===== config.mk =====
export PLATFORM = sky130hd
export DESIGN_NAME = pipeline_stage_decode_flat
export DESIGN_NICKNAME = d
export VERILOG_FILES = /design/src/rtl/pipeline_stage_decode_if.sv /design/src/rtl/pipeline_stage_decode.sv /design/src/flat_wrapper.sv
export SDC_FILE = /design/constraint.sdc
export NUM_CORES = 1
export LEC_CHECK = 0
export ABC_AREA = 1
export BUFFER_PORTS_ARGS = -buffer_cell sky130_fd_sc_hd__buf_2
export CAP_MARGIN = 15
export CORE_MARGIN = 4
export CORE_UTILIZATION = 30
export DETAILED_ROUTE_END_ITERATION = 16
export PLACE_DENSITY = 0.66
export RECOVER_POWER = 25
export REMOVE_ABC_BUFFERS = 1
export SLEW_MARGIN = 15
export SYNTH_ARGS = -nofsm -noshare
export SYNTH_HDL_FRONTEND = slang
export SYNTH_SLANG_ARGS = --single-unit

===== constraint.sdc =====
create_clock -name clock -period 2.65 [get_ports clock]
set_clock_uncertainty 0.1 [all_clocks]
set_input_delay 0.1325 -clock clock [delete_from_list [all_inputs] [get_ports clock]]
set_output_delay 0.1325 -clock clock [all_outputs]
set_load 0.03 [all_outputs]

===== src/rtl/pipeline_stage_decode_if.sv =====
//==============================================================================
// Module   : pipeline_stage_decode_if
// Brief    : Fetch, register-file, write-back and decode-result signals of the
//            decode stage, with master (pipeline side) and slave (decode) views.
// Revision : 1.0
//==============================================================================
`default_nettype none

interface pipeline_stage_decode_if #(
  parameter int DATA_WIDTH     = 32,
  parameter int REG_ADDR_WIDTH = 5,
  parameter int PAYLOAD_WIDTH  = 32
);
  logic                      fetchValid;
  logic [DATA_WIDTH-1:0]     fetchProgramCounter;
  logic                      fetchEpoch;
  logic [REG_ADDR_WIDTH-1:0] fetchRs1;
  logic [REG_ADDR_WIDTH-1:0] fetchRs2;
  logic [REG_ADDR_WIDTH-1:0] fetchRd;
  logic                      fetchReadsRs1;
  logic                      fetchReadsRs2;
  logic                      fetchWritesRd;
  logic                      fetchIsLoad;
  logic [PAYLOAD_WIDTH-1:0]  fetchPayload;
  logic                      jumpEnabled;
  logic                      stallOnDecode;
  logic [REG_ADDR_WIDTH-1:0] regReadAddress1;
  logic [REG_ADDR_WIDTH-1:0] regReadAddress2;
  logic [DATA_WIDTH-1:0]     regReadData1;
  logic [DATA_WIDTH-1:0]     regReadData2;
  logic                      writeBackEnabled;
  logic [REG_ADDR_WIDTH-1:0] writeBackAddress;
  logic [DATA_WIDTH-1:0]     writeBackData;
  logic                      decodeValid;
  logic [DATA_WIDTH-1:0]     decodeProgramCounter;
  logic [DATA_WIDTH-1:0]     decodeOperand1;
  logic [DATA_WIDTH-1:0]     decodeOperand2;
  logic [REG_ADDR_WIDTH-1:0] decodeRd;
  logic                      decodeWritesRd;
  logic                      decodeIsLoad;
  logic [PAYLOAD_WIDTH-1:0]  decodePayload;

  modport slave (
    input  fetchValid, fetchProgramCounter, fetchEpoch, fetchRs1, fetchRs2,
           fetchRd, fetchReadsRs1, fetchReadsRs2, fetchWritesRd, fetchIsLoad,
           fetchPayload, jumpEnabled, regReadData1, regReadData2,
           writeBackEnabled, writeBackAddress, writeBackData,
    output stallOnDecode, regReadAddress1, regReadAddress2, decodeValid,
           decodeProgramCounter, decodeOperand1, decodeOperand2, decodeRd,
           decodeWritesRd, decodeIsLoad, decodePayload
  );

  modport master (
    output fetchValid, fetchProgramCounter, fetchEpoch, fetchRs1, fetchRs2,
           fetchRd, fetchReadsRs1, fetchReadsRs2, fetchWritesRd, fetchIsLoad,
           fetchPayload, jumpEnabled, regReadData1, regReadData2,
           writeBackEnabled, writeBackAddress, writeBackData,
    input  stallOnDecode, regReadAddress1, regReadAddress2, decodeValid,
           decodeProgramCounter, decodeOperand1, decodeOperand2, decodeRd,
           decodeWritesRd, decodeIsLoad, decodePayload
  );
endinterface

`default_nettype wire


===== src/rtl/pipeline_stage_decode.sv =====
//==============================================================================
// Module   : pipeline_stage_decode
// Brief    : Decode stage: operand read with write-back bypass, load-use stall,
//            epoch-based wrong-path squash, one registered result bundle.
// Revision : 1.0
//==============================================================================
`default_nettype none

module pipeline_stage_decode #(
  parameter int DATA_WIDTH     = 32,
  parameter int REG_ADDR_WIDTH = 5,
  parameter int PAYLOAD_WIDTH  = 32
) (
  input  wire logic              clock,
  input  wire logic              reset,
  pipeline_stage_decode_if.slave bus
);

  localparam logic [REG_ADDR_WIDTH-1:0] C_ZERO_REG = '0;

  logic                      epoch_q;
  logic                      valid_q,     valid_d;
  logic [DATA_WIDTH-1:0]     pc_q,        pc_d;
  logic [DATA_WIDTH-1:0]     op1_q,       op1_d;
  logic [DATA_WIDTH-1:0]     op2_q,       op2_d;
  logic [REG_ADDR_WIDTH-1:0] rd_q,        rd_d;
  logic                      writes_rd_q, writes_rd_d;
  logic                      is_load_q,   is_load_d;
  logic [PAYLOAD_WIDTH-1:0]  payload_q,   payload_d;

  logic                  w_accept;
  logic                  w_hazard;
  logic                  w_stall;
  logic [DATA_WIDTH-1:0] w_operand1;
  logic [DATA_WIDTH-1:0] w_operand2;

  assign bus.regReadAddress1 = bus.fetchRs1;
  assign bus.regReadAddress2 = bus.fetchRs2;

  assign w_accept = bus.fetchValid && (bus.fetchEpoch == epoch_q) && !bus.jumpEnabled;

  // Only the registered producer can cause a hazard; a zero destination never writes.
  assign w_hazard = valid_q && is_load_q && writes_rd_q && (rd_q != C_ZERO_REG) &&
                    ((bus.fetchReadsRs1 && (bus.fetchRs1 == rd_q)) ||
                     (bus.fetchReadsRs2 && (bus.fetchRs2 == rd_q)));

  assign w_stall           = w_hazard && w_accept;
  assign bus.stallOnDecode = w_stall;

  always_comb begin
    w_operand1 = '0;
    if (bus.fetchReadsRs1 && (bus.fetchRs1 != C_ZERO_REG)) begin
      if (bus.writeBackEnabled && (bus.writeBackAddress == bus.fetchRs1))
        w_operand1 = bus.writeBackData;
      else
        w_operand1 = bus.regReadData1;
    end
  end

  always_comb begin
    w_operand2 = '0;
    if (bus.fetchReadsRs2 && (bus.fetchRs2 != C_ZERO_REG)) begin
      if (bus.writeBackEnabled && (bus.writeBackAddress == bus.fetchRs2))
        w_operand2 = bus.writeBackData;
      else
        w_operand2 = bus.regReadData2;
    end
  end

  // Bubbles carry all-zero fields so downstream never sees stale data.
  always_comb begin
    valid_d     = 1'b0;
    pc_d        = '0;
    op1_d       = '0;
    op2_d       = '0;
    rd_d        = '0;
    writes_rd_d = 1'b0;
    is_load_d   = 1'b0;
    payload_d   = '0;
    if (w_accept && !w_stall) begin
      valid_d     = 1'b1;
      pc_d        = bus.fetchProgramCounter;
      op1_d       = w_operand1;
      op2_d       = w_operand2;
      rd_d        = bus.fetchRd;
      writes_rd_d = bus.fetchWritesRd && (bus.fetchRd != C_ZERO_REG);
      is_load_d   = bus.fetchIsLoad;
      payload_d   = bus.fetchPayload;
    end
  end

  always_ff @(posedge clock or negedge reset) begin
    if (!reset) begin
      epoch_q     <= 1'b0;
      valid_q     <= 1'b0;
      pc_q        <= '0;
      op1_q       <= '0;
      op2_q       <= '0;
      rd_q        <= '0;
      writes_rd_q <= 1'b0;
      is_load_q   <= 1'b0;
      payload_q   <= '0;
    end else begin
      if (bus.jumpEnabled)
        epoch_q <= ~epoch_q;
      valid_q     <= valid_d;
      pc_q        <= pc_d;
      op1_q       <= op1_d;
      op2_q       <= op2_d;
      rd_q        <= rd_d;
      writes_rd_q <= writes_rd_d;
      is_load_q   <= is_load_d;
      payload_q   <= payload_d;
    end
  end

  assign bus.decodeValid          = valid_q;
  assign bus.decodeProgramCounter = pc_q;
  assign bus.decodeOperand1       = op1_q;
  assign bus.decodeOperand2       = op2_q;
  assign bus.decodeRd             = rd_q;
  assign bus.decodeWritesRd       = writes_rd_q;
  assign bus.decodeIsLoad         = is_load_q;
  assign bus.decodePayload        = payload_q;

endmodule

`default_nettype wire


===== src/flat_wrapper.sv =====
// flat-port wrapper written by rule: the top's interface ports become plain ports
module pipeline_stage_decode_flat 
#(
  parameter int DATA_WIDTH     = 32,
  parameter int REG_ADDR_WIDTH = 5,
  parameter int PAYLOAD_WIDTH  = 32
)
  (clock, reset, bus_fetchValid, bus_fetchProgramCounter, bus_fetchEpoch, bus_fetchRs1, bus_fetchRs2, bus_fetchRd, bus_fetchReadsRs1, bus_fetchReadsRs2, bus_fetchWritesRd, bus_fetchIsLoad, bus_fetchPayload, bus_jumpEnabled, bus_regReadData1, bus_regReadData2, bus_writeBackEnabled, bus_writeBackAddress, bus_writeBackData, bus_stallOnDecode, bus_regReadAddress1, bus_regReadAddress2, bus_decodeValid, bus_decodeProgramCounter, bus_decodeOperand1, bus_decodeOperand2, bus_decodeRd, bus_decodeWritesRd, bus_decodeIsLoad, bus_decodePayload);
  pipeline_stage_decode_if #(.DATA_WIDTH(DATA_WIDTH), .REG_ADDR_WIDTH(REG_ADDR_WIDTH), .PAYLOAD_WIDTH(PAYLOAD_WIDTH)) bus_i ();
  input  wire logic clock;
  input  wire logic reset;
  input wire logic [$bits(bus_i.fetchValid)-1:0] bus_fetchValid;
  input wire logic [$bits(bus_i.fetchProgramCounter)-1:0] bus_fetchProgramCounter;
  input wire logic [$bits(bus_i.fetchEpoch)-1:0] bus_fetchEpoch;
  input wire logic [$bits(bus_i.fetchRs1)-1:0] bus_fetchRs1;
  input wire logic [$bits(bus_i.fetchRs2)-1:0] bus_fetchRs2;
  input wire logic [$bits(bus_i.fetchRd)-1:0] bus_fetchRd;
  input wire logic [$bits(bus_i.fetchReadsRs1)-1:0] bus_fetchReadsRs1;
  input wire logic [$bits(bus_i.fetchReadsRs2)-1:0] bus_fetchReadsRs2;
  input wire logic [$bits(bus_i.fetchWritesRd)-1:0] bus_fetchWritesRd;
  input wire logic [$bits(bus_i.fetchIsLoad)-1:0] bus_fetchIsLoad;
  input wire logic [$bits(bus_i.fetchPayload)-1:0] bus_fetchPayload;
  input wire logic [$bits(bus_i.jumpEnabled)-1:0] bus_jumpEnabled;
  input wire logic [$bits(bus_i.regReadData1)-1:0] bus_regReadData1;
  input wire logic [$bits(bus_i.regReadData2)-1:0] bus_regReadData2;
  input wire logic [$bits(bus_i.writeBackEnabled)-1:0] bus_writeBackEnabled;
  input wire logic [$bits(bus_i.writeBackAddress)-1:0] bus_writeBackAddress;
  input wire logic [$bits(bus_i.writeBackData)-1:0] bus_writeBackData;
  output wire logic [$bits(bus_i.stallOnDecode)-1:0] bus_stallOnDecode;
  output wire logic [$bits(bus_i.regReadAddress1)-1:0] bus_regReadAddress1;
  output wire logic [$bits(bus_i.regReadAddress2)-1:0] bus_regReadAddress2;
  output wire logic [$bits(bus_i.decodeValid)-1:0] bus_decodeValid;
  output wire logic [$bits(bus_i.decodeProgramCounter)-1:0] bus_decodeProgramCounter;
  output wire logic [$bits(bus_i.decodeOperand1)-1:0] bus_decodeOperand1;
  output wire logic [$bits(bus_i.decodeOperand2)-1:0] bus_decodeOperand2;
  output wire logic [$bits(bus_i.decodeRd)-1:0] bus_decodeRd;
  output wire logic [$bits(bus_i.decodeWritesRd)-1:0] bus_decodeWritesRd;
  output wire logic [$bits(bus_i.decodeIsLoad)-1:0] bus_decodeIsLoad;
  output wire logic [$bits(bus_i.decodePayload)-1:0] bus_decodePayload;
  assign bus_i.fetchValid = bus_fetchValid;
  assign bus_i.fetchProgramCounter = bus_fetchProgramCounter;
  assign bus_i.fetchEpoch = bus_fetchEpoch;
  assign bus_i.fetchRs1 = bus_fetchRs1;
  assign bus_i.fetchRs2 = bus_fetchRs2;
  assign bus_i.fetchRd = bus_fetchRd;
  assign bus_i.fetchReadsRs1 = bus_fetchReadsRs1;
  assign bus_i.fetchReadsRs2 = bus_fetchReadsRs2;
  assign bus_i.fetchWritesRd = bus_fetchWritesRd;
  assign bus_i.fetchIsLoad = bus_fetchIsLoad;
  assign bus_i.fetchPayload = bus_fetchPayload;
  assign bus_i.jumpEnabled = bus_jumpEnabled;
  assign bus_i.regReadData1 = bus_regReadData1;
  assign bus_i.regReadData2 = bus_regReadData2;
  assign bus_i.writeBackEnabled = bus_writeBackEnabled;
  assign bus_i.writeBackAddress = bus_writeBackAddress;
  assign bus_i.writeBackData = bus_writeBackData;
  assign bus_stallOnDecode = bus_i.stallOnDecode;
  assign bus_regReadAddress1 = bus_i.regReadAddress1;
  assign bus_regReadAddress2 = bus_i.regReadAddress2;
  assign bus_decodeValid = bus_i.decodeValid;
  assign bus_decodeProgramCounter = bus_i.decodeProgramCounter;
  assign bus_decodeOperand1 = bus_i.decodeOperand1;
  assign bus_decodeOperand2 = bus_i.decodeOperand2;
  assign bus_decodeRd = bus_i.decodeRd;
  assign bus_decodeWritesRd = bus_i.decodeWritesRd;
  assign bus_decodeIsLoad = bus_i.decodeIsLoad;
  assign bus_decodePayload = bus_i.decodePayload;
  pipeline_stage_decode #(.DATA_WIDTH(DATA_WIDTH), .REG_ADDR_WIDTH(REG_ADDR_WIDTH), .PAYLOAD_WIDTH(PAYLOAD_WIDTH)) u_core (.clock(clock), .reset(reset), .bus(bus_i));
endmodule

==> metrics.md, run 1 <==
| Metric | Value |
|---|---|
| Outcome | finished clean |
| Mapped Cells | 812 |
| DRT Pass-1 Iters | 6 |
| Post-DRT Antenna Nets | 0 |
| Number of global-route vias before repair | 7313 |
| FP Rows | 52 |
| #FFs+latches synth | 137 |
| Area of the core | 20400 um2 |
| Share of cells above drive strength 1 | 26.9% |
| Clock-pin slew on the worst setup and hold paths | 70 ps |
| Horiz. Die Dim | 153 um |
| Total wire length | 24.0 mm |
| Crit path DAT | 1860 ps |
| Final Hold Viols | 0 |
| Yosys warnings | 0 |
| # port buffers | 336 |
| Final nets | 1491 |
| Initial DRC Count | 532 |
| Drt wl/cell | 15.2 um |
| GR Overflow Total | 0 |
| Max cap viols | 0 |
| FMAX | 479 MHz |
| Post-detail-place hpwl | 15.5 mm |
| Crit path max-delay family | simple AND/OR/NAND/NOR gates |
| Worst setup endpoint | bus_stallOnDecode |
| Crit. Startpoint | u_core.bus.decodeRd[4] |
| Critical path class | register to primary output |
| CTS tree | yes |
| CP most frequent cell | nand2_1 |
| Longest Clk Path Bufs | 2 |
| Area Overhead vs Synth | 66.3% |
| Initial antenna violation count | 1 |
| Tot Pwr | 6.11 mW |
| Vias per cell | 4.41 |
| Number of H-tree levels | 4 |
| Crit Path Max Fanout | 4 |
| Cell Area, Synth | 6270 um2 |
| Final period util | 78.8% |
| Clk Latency, worst-skew pair | 410 ps |
| All-Layer GR Usage | 20.0% |
| Reg-to-reg critical path startpoint | u_core.bus.decodeRd[4] |
| Largest stage delay, worst path | 450 ps |
| Largest net degree at the start of global routing | 70 |
| Hold Crit Class | input port to register |
| Actual slew at the worst max-slew pin | 1480 ps |
| Crit path depth | 9 |
| Cell Pwr Density | 585 nW/um2 |
| Worst Setup Start Kind | register |
| Total negative slack | 0 ps |
| P_leak | 6.21 nW |
| Crit-path slowest cell | dfrtp_1 |
| Vias | 6990 |
| TritonCTS buffer count | 17 |
| Register area share after synthesis | 54.7% |
| Tmin final | 2090 ps |
| Reg2Reg Depth | 10 |
| Area post-placement | 8190 um2 |
| DRC viols | 0 |
| Buf+Inv Stages, Crit Path | 2 |
| Syn Area/Cell | 7.72 um2 |
| First-pass GRT wire length | 37.6 mm |
| RR Endpoint | u_core.bus.decodeProgramCounter[13] |
| Slew Limit Fails | 0 |
| N_diodes | 0 |
| GPL Wtd Cong | 0.897 |
| R2R setup slack | 750 ps |
| Yosys cell types | 17 |
| IR drop worst, VDD | 0.000406 V |
| Critical Path Sink Type | primary output |
| Ports | 337 |
| Layout Cell Area excl Fill | 10400 um2 |
| Clk root buf | clkbuf_16 |
| Rel. slew slack | 1.40% |
| RSZ-0062 raised after global routing | false |
| Initial Util | 30.7% |
| Die area | 23300 um2 |
| Die H | 153 um |
| Critical Path RT | 2420 ps |
| Clock Sinks | 137 |
| Setup Viol. Count Final | 0 |
| Crit path cell chain | inv_1 > nand2_1 > nand2_1 > nor2_1 > nand3_1 > nand2_1 > nand2_2 > nor2_1 > buf_2 |
[worst register-to-register path, delay by kind of cell, from the launching register on]
family,cells,cell delay [ps]
simple gates,8,780
flops,1,450
buf+inv,2,440
[where the power goes]
part | total (mW) | internal (mW) | leakage [nW] | switching [mW]
logic | 1.41 | 0.512 | 4.03 | 0.896
registers | 2.30 | 2.24 | 1.89 | 0.0590
clock network | 2.40 | 1.36 | 0.286 | 1.03
[cell usage after synthesis]
library cell  number  area [um2]
nand2_2            1        6.26
dfrtp_1          137        3430
inv_1            192         721
buf_2             27         135
o21ai_0            3        15.0
a21oi_1            4        20.0
buf_4             14         105
nand3_1          134         671
xor2_1             2        17.5
buf_6              1        11.3
nand4_1            5        31.3
nor3_2             1        10.0
inv_2              2        7.51
buf_1              6        22.5
nor2_1           155         582
nand2_1          127         477
nand2_4            1        11.3
[sequential cells by signal, summed over array words and instances, names as in the netlist]
name	cells
u_core.bus.decodeValid	1
u_core.bus.decodePayload	32
u_core.bus.decodeRd	5
u_core.bus.decodeOperand1	32
u_core.bus.decodeIsLoad	1
u_core.bus.decodeOperand2	32
u_core.epoch_q	1
u_core.bus.decodeWritesRd	1
u_core.bus.decodeProgramCounter	32
[per-stage QoR]
stage / util, % / hold slack (ps) / std cells / setup WS, ps
5_1_grt: 51.1 / 24.8 / 1584 / 467
3_3_place_gp: 40.1 / 45.9 / 1382 / 820
4_1_cts: 51.3 / 0.864 / 1584 / 584
6_report: 51.1 / 10.0 / 1584 / 562
2_1_floorplan: - / -263 / 764 / 586
3_5_place_dp: 40.1 / 47.8 / 1382 / 783
[kinds of logic after synthesis]
family,synth area share [%]
buffers and inverters,16.0
XOR/XNOR,0.279
flip-flops,54.7
AO/OA/AOI/OAI,0.559
AND/OR/NAND/NOR,28.5
[layout by cell type (no fill, tap or decap)]
cell,synthesis,layout
inv_6,0,5
buf_12,0,3
buf_4,14,9
nand2_4,1,1
bufinv_16,0,1
inv_1,192,192
a21oi_1,4,4
dfrtp_1,137,137
nand3_2,0,2
nor3_2,1,1
clkbuf_16,0,17
inv_8,0,4
clkinv_4,0,2
clkinvlp_4,0,2
nor2_4,0,4
clkbuf_2,0,1
nand4_1,5,5
nand2_1,127,127
nand3_1,134,132
buf_2,27,298
clkbuf_1,0,37
nand2_2,1,1
dlygate4sd3_1,0,170
inv_2,2,2
nor2_1,155,151
xor2_1,2,2
clkbuf_8,0,1
o21ai_0,3,3
[metal layers]
metal	vias up	global-route usage, %	part of all wire [%]
met5	-	0	0.029
met4	2	8.27	3.1
met3	69	5.11	8.0
met2	378	34.9	51
met1	3196	23.4	38
li1	3345	-	-
[layout make-up]
| type | count | area, um2 |
|---|---|---|
| clock buffers | 18 | 439 |
| fillers | 1884 | 10000 |
| inverters | 194 | 728 |
| multi-input cells | 433 | 1880 |
| flip-flops and latches | 137 | 3430 |
| clock inverters | 14 | 151 |
| well taps | 270 | 338 |
| repair buffers | 518 | 3460 |
[worst min-delay path by stage]
stage                     startpoint                                  end  cells after the start
2_1_floorplan                  reset              u_core.bus.decodeIsLoad                      0
3_3_place_gp                   reset  u_core.bus.decodeProgramCounter[30]                      1
5_1_grt        bus_writeBackData[13]        u_core.bus.decodeOperand2[13]                      5
6_report       bus_writeBackData[31]        u_core.bus.decodeOperand1[31]                      5
4_1_cts        bus_writeBackData[22]        u_core.bus.decodeOperand1[22]                      5
3_5_place_dp                   reset  u_core.bus.decodeProgramCounter[30]                      1
[timing repair]
| item | 4_1_cts | 5_1_grt |
|---|---|---|
| buffers inserted | 0 | 0 |
| hold endpoints to repair | 192 | 0 |
| hold buffers | 170 | 0 |
| resized for setup | 0 | 0 |
No activity file was read; power rests on OpenSTA's default activity.
==> run 2: changes to the inputs <==
--- a/config.mk
+++ b/config.mk
@@ -5,13 +5,13 @@
 export SDC_FILE = /design/constraint.sdc
 export NUM_CORES = 1
 export LEC_CHECK = 0
-export ABC_AREA = 1
+export ABC_AREA = 0
 export BUFFER_PORTS_ARGS = -buffer_cell sky130_fd_sc_hd__buf_2
 export CAP_MARGIN = 15
 export CORE_MARGIN = 4
 export CORE_UTILIZATION = 30
 export DETAILED_ROUTE_END_ITERATION = 16
-export PLACE_DENSITY = 0.66
+export PLACE_DENSITY = 0.69
 export RECOVER_POWER = 25
 export REMOVE_ABC_BUFFERS = 1
 export SLEW_MARGIN = 15
==> constraint.sdc (replaced) <==
create_clock -name clock -period 2.1 [get_ports clock]
set_clock_uncertainty 0.1 [all_clocks]
set_input_delay 0.105 -clock clock [delete_from_list [all_inputs] [get_ports clock]]
set_output_delay 0.105 -clock clock [all_outputs]
set_load 0.03 [all_outputs]
==> metrics.md, run 2 <==
| Metric | Value |
|---|---|
| Yosys cell types | 21 |
| EDFF count, synth | 0 |
| TritonCTS buffer count | 17 |
| Initial Util | 30.7% |
| Ports | 337 |
| Cell Area, Synth | 5330 um2 |
| Outcome | stopped before the end |
| Top cells by instance count after synthesis | dfrtp_1, and2_1, mux2i_1, nor2_1, nor3_1 |
| #FFs+latches synth | 137 |
| Number of H-tree levels | 4 |
| Horiz. Die Dim | 141 um |
| Most common cell in the synthesized netlist | dfrtp_1 |
| Clk root buf | clkbuf_16 |
| Stop stage | 4_1_cts |
| Postcts setup bufs | 2 |
| Async SR Flop Fraction | 100% |
| Longest Clk Path Bufs | 2 |
| Commonest register cell after synthesis | dfrtp_1 |
| Die H | 141 um |
| Post-cts sizing count | 4 |
| Run Error | [ERROR RSZ-0060] Max buffer count reached. |
| Clock Sinks | 137 |
| Post-synth top area share | 64.4% |
| Leading post-synthesis cells by cell area | dfrtp_1, mux2i_1, and2_1 |
| Syn Area/Cell | 12.9 um2 |
| GPL Wtd Cong | 0.859 |
| CTS Hold Buffers Added | 200 |
| # port buffers | 336 |
| Area leader, netlist | dfrtp_1 |
| Register area share after synthesis | 64.4% |
| Yosys warnings | 0 |
| Mapped Cells | 414 |
| FP Rows | 48 |
| Placed Cells | 956 |
| Post-detail-place hpwl | 11.9 mm |
==> run 2: metrics by stage <==
stage	setup slack (ps)	area [um2]	hold slack (ps)	TNS [ps]
2_1_floorplan	-798	5130	-291	-81840
3_5_place_dp	95.2	7320	-26.1	0
3_3_place_gp	147	7320	-26.8	0
==> run 2: cells by family after synthesis <==
logic type	count (synthesis)	synth area share, %
and+or+nand+nor	149	15.2
DFF	137	64.4
muxes	64	12.0
buffers and inverters	35	3.71
xor gates and xnor gates	22	3.62
AOI/OAI and AO/OA	7	1.03
==> run 3: changes to the inputs <==
--- a/config.mk
+++ b/config.mk
@@ -9,9 +9,9 @@
 export BUFFER_PORTS_ARGS = -buffer_cell sky130_fd_sc_hd__buf_2
 export CAP_MARGIN = 15
 export CORE_MARGIN = 4
-export CORE_UTILIZATION = 30
+export CORE_UTILIZATION = 20
 export DETAILED_ROUTE_END_ITERATION = 16
-export PLACE_DENSITY = 0.69
+export PLACE_DENSITY_LB_ADDON = 0.15
 export RECOVER_POWER = 25
 export REMOVE_ABC_BUFFERS = 1
 export SLEW_MARGIN = 15
==> metrics.md, run 3 <==
| Metric | Value |
|---|---|
| Outcome | finished, violations left |
| Violated checks | negative setup slack |
| Async SR Flop Fraction | 100% |
| Total wire length | 21.7 mm |
| Commonest register cell after synthesis | dfrtp_1 |
| Most common cell in the synthesized netlist | dfrtp_1 |
| FMAX | 463 MHz |
| Reg-to-reg critical path startpoint | u_core.bus.decodeRd[0] |
| Crit. Startpoint | u_core.bus.decodeRd[0] |
| DRC viols | 0 |
| Rel. slew slack | 17.9% |
| Post-detail-place hpwl | 13.8 mm |
| Reg2Reg Depth | 7 |
| Largest stage delay, worst path | 560 ps |
| Worst Setup Start Kind | register |
| Most common cell after layout, fill and taps aside | buf_2 |
| Vias | 5146 |
| Drt wl/cell | 16.6 um |
| GPL Wtd Cong | 0.769 |
| DRT Pass-1 Iters | 5 |
| Tmin final | 2160 ps |
| Area post-placement | 7480 um2 |
| Slew Limit Fails | 0 |
| Final nets | 1154 |
| IR drop worst, VDD | 0.000357 V |
| CP most frequent cell | buf_6 |
| Crit Path Max Fanout | 4 |
| Setup Viol. Count Final | 5 |
| EDFF count, synth | 0 |
| Mapped Cells | 414 |
| Clk root buf | clkbuf_16 |
| Crit-path slowest cell | or4_4 |
| Syn Area/Cell | 12.9 um2 |
| All-Layer GR Usage | 13.3% |
| Crit path cell chain | or4_4 > o2111ai_4 > buf_6 > nor3_4 > buf_6 |
| Leading post-synthesis cells by cell area | dfrtp_1, mux2i_1, and2_1 |
| Critical Path RT | 1890 ps |
| Placed Cells | 1066 |
| Share of cells above drive strength 1 | 46.0% |
| Clock Sinks | 137 |
| Cell Area, Synth | 5330 um2 |
| Area leader, netlist | dfrtp_1 |
| Clock-pin slew on the worst setup and hold paths | 60 ps |
| Setup WS post-layout | -57.6 ps |
| CTS tree | yes |
| First-pass GRT wire length | 30.5 mm |
| RSZ-0062 raised after global routing | true |
| Max cap viols | 0 |
| Die area | 29300 um2 |
| Critical Path Sink Type | primary output |
| Longest Clk Path Bufs | 2 |
| Horiz. Die Dim | 171 um |
| Area Overhead vs Synth | 101% |
| Ports | 337 |
| Layout Cell Area excl Fill | 10700 um2 |
| Top cells by instance count after synthesis | dfrtp_1, and2_1, mux2i_1, nor2_1, nor3_1 |
| Final Non-Filler Cells | 1313 |
| # port buffers | 336 |
| Register area share after synthesis | 64.4% |
| Crit path DAT | 1950 ps |
| Actual slew at the worst max-slew pin | 1230 ps |
| Cell Pwr Density | 743 nW/um2 |
| TritonCTS buffer count | 17 |
| Initial antenna violation count | 0 |
| Worst hold margin | 32.2 ps |
| Hold Crit Class | input port to register |
| Yosys cell types | 21 |
| Post-synth top area share | 64.4% |
| GR Overflow Total | 0 |
| P_leak | 5.39 nW |
| Yosys warnings | 0 |
| Post-place setup slack | -17.9 ps |
| Number of global-route vias before repair | 5646 |
| Number of H-tree levels | 4 |
| Final Hold Viols | 0 |
| #FFs+latches synth | 137 |
| Initial Util | 20.4% |
| Vias per cell | 3.92 |
| Critical path class | register to primary output |
| Most frequent cells in the layout | buf_2, dlygate4sd3_1, dfrtp_1 |
| Area of the core | 26100 um2 |
| Die H | 171 um |
| Worst setup endpoint | bus_stallOnDecode |
| Post-DRT Antenna Nets | 0 |
| Final period util | 103% |
| Initial DRC Count | 113 |
| FP Rows | 59 |
| Largest net degree at the start of global routing | 55 |
| R2R setup slack | -20 ps |
| Tot Pwr | 7.96 mW |
| Clk Latency, worst-skew pair | 410 ps |
| RR Endpoint | u_core.bus.decodeOperand2[5] |
run 3: cell counts after synthesis:
Identical to the previous run, type by type.
run 3: per-stage QoR:
stage | setup TNS (ps) | utilization [%]
global placement | 0 | 28.6
detailed placement | -21.4 | 28.6
global route | -12110 | 40.9
finish | -116 | 41.0
floorplan | -81840 | -
CTS | -92.0 | 38.7
run 3: layout make-up:
class / count / area (um2)
antenna: 1 / 2.50
tap: 335 / 419
multi-input combinational: 242 / 2080
inverter: 1 / 6.26
timing repair buffer: 565 / 4150
clock inverter: 13 / 155
fill: 2546 / 15400
clock buffer: 19 / 453
sequential: 137 / 3430
run 3: worst min-delay path by stage:
stage | start | cells after the start | to | slack (ps)
6_report | bus_regReadData2[19] | 4 | u_core.bus.decodeOperand2[19] | 30
5_1_grt | bus_regReadData2[19] | 4 | u_core.bus.decodeOperand2[19] | 50
4_1_cts | bus_regReadData2[19] | 4 | u_core.bus.decodeOperand2[19] | 50
3_5_place_dp | reset | 1 | u_core.bus.decodeOperand2[0] | -20
3_3_place_gp | reset | 1 | u_core.bus.decodeOperand1[8] | -20
2_1_floorplan | reset | 0 | u_core.bus.decodeIsLoad | -290
run 3: cell families (layout without fill, tap and decap cells):
logic type / count (synthesis) / after routing / synth area share, %
AOI/OAI and AO/OA: 7 / 7 / 1.03
xor gates and xnor gates: 22 / 22 / 3.62
buffers and inverters: 35 / 598 / 3.71
DFF: 137 / 137 / 64.4
muxes: 64 / 64 / 12.0
other: 0 / 1 / 0
and+or+nand+nor: 149 / 149 / 15.2
run 3: routing by layer:
layer | global-route usage, % | vias to the layer above | part of all wire (%)
met2 | 23.6 | 241 | 50
met4 | 3.72 | 0 | 1.1
met5 | 0 | - | 0
met3 | 4.92 | 14 | 9.5
li1 | - | 2465 | -
met1 | 15.1 | 2426 | 40
run 3: where the power goes:
group          total [mW]  internal, mW  switching (mW)
registers            2.90          2.83          0.0735
logic                1.94         0.862            1.08
clock network        3.11          1.85            1.27
run 3: critical path: cells and delay by family, from the launching register on:
family	cells	cell delay (ps)
buffers and inverters	2	280
flip-flops	1	420
AND/OR/NAND/NOR	2	600
AO/OA/AOI/OAI	1	220
run 3: what timing repair did:
item,4_1_cts,5_1_grt
endpoints found under the setup margin,6,136
endpoints found under the hold margin,272,0
gates resized for setup,4,85
cloned,0,9
hold buffers,198,0
pin swaps,7,34
setup buffers,4,4
==> run 4: changes to the inputs <==
--- a/config.mk
+++ b/config.mk
@@ -5,7 +5,7 @@
 export SDC_FILE = /design/constraint.sdc
 export NUM_CORES = 1
 export LEC_CHECK = 0
-export ABC_AREA = 0
+export ABC_AREA = 1
 export BUFFER_PORTS_ARGS = -buffer_cell sky130_fd_sc_hd__buf_2
 export CAP_MARGIN = 15
 export CORE_MARGIN = 4
==> metrics.md, run 4 (synthesis gave the netlist of run 1 again) <==
| Metric | Value |
|---|---|
| # port buffers | 336 |
| Rel. slew slack | 10.9% |
| Tmin final | 1930 ps |
| GR Overflow Total | 0 |
| # fillers | 3306 |
| Critical Path RT | 1890 ps |
| P_leak | 6.44 nW |
| First-pass GRT wire length | 39.5 mm |
| Final period util | 91.9% |
| Reg-to-reg critical path startpoint | u_core.bus.decodeRd[3] |
| Clock-pin slew on the worst setup and hold paths | 70 ps |
| Total negative slack | 0 ps |
| Critical Path Sink Type | primary output |
| Hold Crit Class | input port to register |
| RSZ-0062 raised after global routing | false |
| Crit path DAT | 1720 ps |
| TritonCTS buffer count | 17 |
| Initial antenna violation count | 2 |
| CTS tree | yes |
| All-Layer GR Usage | 14.8% |
| Area of the core | 30700 um2 |
| Layout Cell Area excl Fill | 11000 um2 |
| Crit. Startpoint | u_core.bus.decodeRd[3] |
| Switching power | 2.56 mW |
| Largest net degree at the start of global routing | 51 |
| Horiz. Die Dim | 185 um |
| DRT Pass-1 Iters | 5 |
| Area Overhead vs Synth | 75.2% |
| Final nets | 1525 |
| Post-place setup slack | 187 ps |
| Die area | 34300 um2 |
| Cell Pwr Density | 729 nW/um2 |
| Number of H-tree levels | 4 |
| Setup Viol. Count Final | 0 |
| Initial DRC Count | 267 |
| Post-detail-place hpwl | 18.0 mm |
| GPL Wtd Cong | 0.794 |
| Initial Util | 20.4% |
| Share of cells above drive strength 1 | 28.9% |
| Most common cell after layout, fill and taps aside | buf_2 |
| Post-DRT Antenna Nets | 0 |
| Worst Setup Start Kind | register |
| Clk root buf | clkbuf_16 |
| Final Hold Viols | 0 |
| Area of the multi-input gates | 1880 um2 |
| Combinational power share | 23.3% |
| Critical path class | register to primary output |
| Die H | 185 um |
| Clk Latency, worst-skew pair | 420 ps |
| DRC viols | 0 |
| Int Pwr | 5.45 mW |
| Clock Sinks | 137 |
| Max cap viols | 0 |
| Most frequent cells in the layout | buf_2, dlygate4sd3_1, inv_1 |
| Placed Cells | 1517 |
| Total wire length | 25.9 mm |
| Postcts setup bufs | 0 |
| Drt wl/cell | 14.8 um |
| Slew Limit Fails | 0 |
| Final Non-Filler Cells | 1746 |
| Vias | 6840 |
| Seq pwr share | 36.3% |
| Area post-placement | 8440 um2 |
| Number of global-route vias before repair | 7326 |
| Vias per cell | 3.92 |
| Longest Clk Path Bufs | 2 |
| Crit Path Max Fanout | 4 |
| Actual slew at the worst max-slew pin | 1340 ps |
| Min-delay src | bus_writeBackData[13] |
| Outcome | finished clean |
| Setup WS post-layout | 170 ps |
| Reg area | 3430 um2 |
| Clk network pwr share | 40.5% |
| FMAX | 518 MHz |
| FP Rows | 64 |
| Sw Share | 32.0% |
| Worst hold margin | 14.0 ps |
| IR drop worst, VDD | 0.000402 V |
| Ports | 337 |
[run 4: layer usage]
metal / vias to the layer above / wire [um] / track usage [%]
met3: 26 / 1610 / 3.87
met5: - / 0 / 0
met4: 0 / 435 / 4.52
li1: 3415 / - / -
met2: 230 / 12900 / 26.0
met1: 3169 / 10900 / 17.8
[run 4: layout make-up]
| cell class | instances | area share, % |
|---|---|---|
| repair buffers | 552 | 34.9 |
| multi-input cells | 433 | 17.1 |
| clock buffers | 17 | 3.87 |
| inverters | 194 | 6.63 |
| flip-flops and latches | 137 | 31.2 |
| diodes | 3 | 0.0683 |
| clock inverters | 14 | 1.71 |
| well taps | 396 | 4.51 |
[run 4: path summary, 6_finish.rpt]
kind                       slack, ps                             endpoint  cells after the start
max                              170                    bus_stallOnDecode                      9
min in group asynchronous        430   u_core.bus.decodeProgramCounter[1]                      2
min reg2reg                      390                       u_core.epoch_q                      1
max reg2reg                      190  u_core.bus.decodeProgramCounter[23]                     10
max in group asynchronous        380         u_core.bus.decodeOperand2[6]                      3
min                               10        u_core.bus.decodeOperand1[13]                      5
[run 4: metrics by stage]
| step | util, % | total power, mW |
|---|---|---|
| 4_1_cts | 35.8 | 8.19 |
| 6_report | 35.7 | 8.00 |
| 5_1_grt | 35.7 | 8.45 |
| 2_1_floorplan | - | 3.77 |
| 3_5_place_dp | 27.4 | 4.56 |
| 3_3_place_gp | 27.4 | 4.56 |
[run 4: power by group through the flow]
stage / logic, mW / clock network, mW / registers (mW)
detailed placement: 1.60 / 0 / 2.95
global route: 2.05 / 3.48 / 2.92
CTS: 1.90 / 3.38 / 2.90
finish: 1.86 / 3.24 / 2.90
global placement: 1.60 / 0 / 2.95
floorplan: 0.442 / 0 / 3.33
[run 4: repair_timing]
| action | CTS | global route |
|---|---|---|
| resized for setup | 0 | 0 |
| endpoints found under the hold margin | 273 | 0 |
| hold buffers | 195 | 0 |
[run 4: critical path, cell delays in order, from the launching register on]
cell and delay, ps:
dfrtp_1 430, inv_1 110, nand2_1 70, nand2_1 50, nor2_1 120, nand3_1 80
nand2_1 90, nand2_2 70, nor2_1 80, buf_2 200
